### src/rtl/hazard_ctrl.sv
// Pipeline hazard controller: bubble/flush generation for the five-stage RV32I pipeline.
// Optional performance counters are enabled with `define HAZARD_PERF_CNT_EN.
module hazard_ctrl #(
    parameter int unsigned MD_LATENCY = 4
) (
    input  logic        clk,
    input  logic        rst,
    input  logic [4:0]  rs1D,
    input  logic [4:0]  rs2D,
    input  logic        rs1_usedD,
    input  logic        rs2_usedD,
    input  logic [4:0]  rdE,
    input  logic        mem_readE,
    input  logic        md_startE,
    input  logic        br_mispredictE,
    input  logic        dcache_miss,
    output logic        bubbleF,
    output logic        bubbleD,
    output logic        bubbleE,
    output logic        bubbleM,
    output logic        bubbleW,
    output logic        flushD,
    output logic        flushE,
    output logic        flushM,
    output logic        flushW,
    output logic [31:0] stall_cycles,
    output logic [31:0] flush_events
);

    // state   | meaning
    // RUN     | no M-extension op in flight (or single-cycle op releasing)
    // MD_WAIT | multi-cycle op in EX, cnt counts remaining stall cycles
    typedef enum logic {RUN = 1'b0, MD_WAIT = 1'b1} state_t;

    localparam logic [3:0] MD_LOAD  = 4'(MD_LATENCY - 1);
    localparam bit         MD_MULTI = (MD_LATENCY > 1);

    state_t     state_q, state_d;
    logic [3:0] cnt_q, cnt_d;
    // Marks the release cycle of a single-cycle op, which never visits MD_WAIT.
    logic       rel_q, rel_d;

    logic freeze, md_stall, load_use, mispredict_act;

    assign freeze   = dcache_miss;
    assign md_stall = ((state_q == RUN) && md_startE && !rel_q) ||
                      ((state_q == MD_WAIT) && (cnt_q != 4'd0));
    assign load_use = mem_readE && (rdE != 5'd0) &&
                      ((rs1_usedD && (rs1D == rdE)) || (rs2_usedD && (rs2D == rdE)));

    always_ff @(posedge clk or posedge rst) begin
        if (rst) begin
            state_q <= RUN;
            cnt_q   <= 4'd0;
            rel_q   <= 1'b0;
        end else begin
            state_q <= state_d;
            cnt_q   <= cnt_d;
            rel_q   <= rel_d;
        end
    end

    always_comb begin
        state_d = state_q;
        cnt_d   = cnt_q;
        rel_d   = rel_q;
        case (state_q)
            RUN: begin
                if (rel_q) begin
                    if (!freeze) rel_d = 1'b0;
                end else if (md_startE && !freeze) begin
                    cnt_d = MD_LOAD;
                    if (MD_MULTI) state_d = MD_WAIT;
                    else          rel_d   = 1'b1;
                end
            end
            MD_WAIT: begin
                // The divider keeps running through a freeze, so cnt never pauses.
                if (cnt_q != 4'd0)  cnt_d   = cnt_q - 4'd1;
                else if (!freeze)   state_d = RUN;
            end
            default: state_d = RUN;
        endcase
    end

    always_comb begin
        bubbleF        = 1'b0;
        bubbleD        = 1'b0;
        bubbleE        = 1'b0;
        bubbleM        = 1'b0;
        bubbleW        = 1'b0;
        flushD         = 1'b0;
        flushE         = 1'b0;
        flushM         = 1'b0;
        flushW         = 1'b0;
        mispredict_act = 1'b0;
        if (rst) begin
            flushD = 1'b1;
            flushE = 1'b1;
            flushM = 1'b1;
            flushW = 1'b1;
        end else if (freeze) begin
            bubbleF = 1'b1;
            bubbleD = 1'b1;
            bubbleE = 1'b1;
            bubbleM = 1'b1;
            flushW  = 1'b1;
        end else if (md_stall) begin
            bubbleF = 1'b1;
            bubbleD = 1'b1;
            bubbleE = 1'b1;
            flushM  = 1'b1;
        end else if (br_mispredictE) begin
            flushD         = 1'b1;
            flushE         = 1'b1;
            mispredict_act = 1'b1;
        end else if (load_use) begin
            bubbleF = 1'b1;
            bubbleD = 1'b1;
            flushE  = 1'b1;
        end
    end

`ifdef HAZARD_PERF_CNT_EN
    logic [31:0] stall_cycles_q, stall_cycles_d;
    logic [31:0] flush_events_q, flush_events_d;

    always_comb begin
        stall_cycles_d = stall_cycles_q + 32'(bubbleF);
        flush_events_d = flush_events_q + 32'(mispredict_act);
    end

    always_ff @(posedge clk or posedge rst) begin
        if (rst) begin
            stall_cycles_q <= 32'd0;
            flush_events_q <= 32'd0;
        end else begin
            stall_cycles_q <= stall_cycles_d;
            flush_events_q <= flush_events_d;
        end
    end

    assign stall_cycles = stall_cycles_q;
    assign flush_events = flush_events_q;
`else
    assign stall_cycles = 32'd0;
    assign flush_events = 32'd0;
`endif

endmodule

### config.mk
export PLATFORM = sky130hd
export DESIGN_NAME = hazard_ctrl
export DESIGN_NICKNAME = d
export VERILOG_FILES = /design/src/rtl/hazard_ctrl.sv
export SDC_FILE = /design/constraint.sdc
export NUM_CORES = 1
export LEC_CHECK = 0
export BUFFER_PORTS_ARGS = -buffer_cell sky130_fd_sc_hd__buf_2
export CORE_MARGIN = 2
export CORE_UTILIZATION = 35
export CTS_BUF_LIST = sky130_fd_sc_hd__clkbuf_4 sky130_fd_sc_hd__clkbuf_8
export DETAILED_ROUTE_END_ITERATION = 10
export MAX_ROUTING_LAYER = met4
export PLACE_DENSITY_LB_ADDON = 0.08
export SLEW_MARGIN = 5
export SYNTH_ARGS = -nofsm -noshare
export SYNTH_HDL_FRONTEND = slang
export SYNTH_SLANG_ARGS = --single-unit
### constraint.sdc
create_clock -name clk -period 1.6 [get_ports clk]
set_clock_uncertainty 0.1 [all_clocks]
set_input_delay 0.08 -clock clk [delete_from_list [all_inputs] [get_ports clk]]
set_output_delay 0.08 -clock clk [all_outputs]
set_load 0.02 [all_outputs]
==> results.yml <==
die:
  fp.dieH_um: 58.44
  rows: 19
  initial_core_util_pct: 37.29
  ios: 96
  fp.coreArea_sq_um: 2781
  die_w_um: 58.44
  dieArea_sq_um: 3415
placed_design:
  gp_congestion: 0.7730
  port_buffers: 30
  dp.cells: 196
  dpl-instance-area_sq_um: 1085
  dp_hpwl_um: 1617
logic_synthesis:
  synth_area_leader_cell: "buf_4"
  ys_ff_latch: 6
  synth-warning-count: 0
  synth_cell_types: 30
  yosysSeqAreaShare_pct: 14.48
  synth_top_cell_area_share_pct: 47.77
  netlist_area_sq_um: 1037
  syn_area_per_cell_sq_um: 8.232
  synth_cells: 126
  synthTopCellsByArea: "buf_4, dfrtp_1, xor2_1, nand4bb_4, ha_1"
power:
  ir_drop_mv: 0.5875
  p_leak_nw: 0.6583
  powerDensity_nw_per_um2: 1044
  p_total_mw: 1.214
critical_path:
  crit_arrival_ns: 1.70
  path_delay_family: "compound AO/OA/AOI/OAI gates"
  path_class: "reg -> out"
  crit_path_end_kind: "primary output"
  cp.buffers_inverters: 3
  max_stage_delay_ns: 0.38
  required_ns: 1.42
  worstPathMaxFanout: 4
  slowest_stage: "dfrtp_1"
  crit_chain: "inv_2, ha_4, nand4bb_4, o221a_4, buf_4, o21bai_4, buf_6"
  r2r_start: "cnt_q[1]"
  crit_start: "cnt_q[1]"
  critPathLaunchType: "register"
sta:
  fmax_mhz: 531.9
  setup_viol: 6
  tns_ns: -1.215
  max_slew_margin_pct: 65.40
  fin_crit_sh_pct: 117.5
  min_period_ns: 1.880
  layout_setup_ws_ns: -0.2800
  finalHoldViolCount: 0
  rsz0062_at_grt: "true"
  tightest_slew_ns: 0.5191
  slew_viol_final: 0
cts:
  cts_tree: "built"
  cts_buffers: 3
  clk_pin_slew_ns: 0.04
  cts-root-buf: "clkbuf_4"
  clock_path_buffers: 2
  clkLatencyLatePin_ns: 0.24
  cts_sinks: 6
  htree_levels: 1
layout:
  nFillCells: 305
  finalNetCount: 198
  antennaDiodeCount: 0
  final_cells: 202
  drive_above_1_share_pct: 31.58
  stdcell_area_sq_um: 1162
  syn_to_final_growth_pct: 12.06
global_route:
  overflow: 0
  antenna_found_initial: 0
  grt_max_degree: 9
  track_usage_pct: 9.374
  grt_pass1_wl_um: 2394
  grt_pass1_vias: 568
run_status:
  violations: "negative setup slack"
  status: "finished with violations"
hold_path:
  hold_start: "dcache_miss"
  hold_path_class: "in -> reg"
detailed_routing:
  wl_um: 1781
  met1_length_um: 660
  ant_nets: 0
  vias: 738
  top_layer: "met3"
  wire_per_inst_um: 8.817
  via_per_inst: 3.653
  dr.pass1.iters: 4
  dr_wl_met2_um: 869
  drt_iter0_markers: 11
  drc: 0
  met3_length_um: 252
job:
  drv_cap: 0
==> power by group <==
| part | internal (mW) | total [mW] | switching [mW] |
|---|---|---|---|
| combinational | 0.390 | 0.826 | 0.435 |
| sequential | 0.213 | 0.255 | 0.0422 |
| clock | 0.0844 | 0.133 | 0.0482 |
==> cell usage after synthesis <==
master,instances
mux2i_1,1
and2_1,1
ha_1,2
xnor2_1,2
o21bai_1,1
a21boi_0,1
nor2_1,6
conb_1,1
nor3_1,1
xor2_1,8
or2b_1,1
o22ai_2,1
nand4bb_4,1
or4_1,1
o21ai_0,5
nor4_1,2
buf_4,66
a21oi_1,1
o221a_4,1
inv_1,4
a32oi_1,1
nor2b_1,2
or2_1,2
a22oi_1,1
dfrtp_1,6
and2_0,1
or3_1,2
a22o_1,1
a21o_1,1
nand2_1,2
==> area by class of cell <==
cell class	count	area, sq um	area share (%)
clock buffer	3	22.52	1.938
inverter	4	15.01	1.292
multi-input combinational	114	650.6	55.97
tap	31	38.79	3.337
sequential	6	150.1	12.92
timing repair buffer	44	285.3	24.54
==> logic make-up (layout without fill, tap and decap cells) <==
family          after synthesis  after routing  synth area share (%)
buf+inv                      70             51                 49.22
simple gates                 22             22                 13.51
compound gates               14             14                 10.62
xor+xnor                     10             10                 8.444
flops                         6              6                 14.47
fa+ha+maj                     2              2                 2.412
other cells                   1             65                0.3615
mux                           1              1                0.9651
==> state kept, by name, summed over array words and instances, names as in the netlist <==
register	count
cnt_q	4
rel_q	1
state_q	1
==> tightest hold or removal path, cell delays in order <==
cell    delay (ns)
buf_2         0.13
nor2_1        0.06
nor2_1        0.07
==> routing by layer <==
layer,global-route usage [%],vias to the layer above
met4,3.987,0
met2,15.57,46
li1,-,369
met3,2.418,0
met5,-,-
met1,10.62,323
==> placed cells by master, fill, tap and decap left out, drive strengths merged <==
| master | count |
|---|---|
| conb | 65 |
| buf | 43 |
| xor2 | 8 |
| nor2 | 6 |
| dfrtp | 6 |
| o21ai | 5 |
| inv | 4 |
| clkbuf | 3 |
| nand2 | 2 |
| nor2b | 2 |
| nor4 | 2 |
| xnor2 | 2 |
| or3 | 2 |
| or2 | 2 |
| and2 | 2 |
| ha | 2 |
| a21boi | 1 |
| a21oi | 1 |
| nand4bb | 1 |
| or2b | 1 |
| mux2i | 1 |
| a22oi | 1 |
| o221a | 1 |
| a32oi | 1 |
| or4 | 1 |
| o22ai | 1 |
| o21bai | 1 |
| nor3 | 1 |
| a21o | 1 |
| a22o | 1 |
| dlygate4sd3 | 1 |
==> path summary, 6_finish.rpt <==
path	end	slack (ns)	cells past startpoint
max	bubbleF	-0.28	7
min	state_q	0.05	3
max reg2reg	cnt_q[0]	0.03	8
min reg2reg	rel_q	0.38	1
max in group asynchronous	cnt_q[3]	0.94	4
min in group asynchronous	cnt_q[2]	0.34	4
==> repair_timing <==
action / in CTS / in global routing
gates resized for setup: 8 / 3
buffers inserted: 0 / 2
endpoints found under the setup margin: 6 / 6
gates cloned: 0 / 0
hold endpoints to repair: 6 / 0
hold buffers: 1 / 0
pin swaps: 2 / 1
==> through the flow <==
stage | setup slack [ns] | hold slack [ns] | util, %
floorplan | -0.05181 | -0.2000 | -
global placement | -0.07928 | 0.03412 | 39.00
detailed placement | -0.1038 | 0.03383 | 39.00
CTS | -0.2984 | 0.04558 | 41.03
global route | -0.3542 | 0.07885 | 41.79
finish | -0.2800 | 0.04951 | 41.79
No activity file was read; power rests on OpenSTA's default activity.
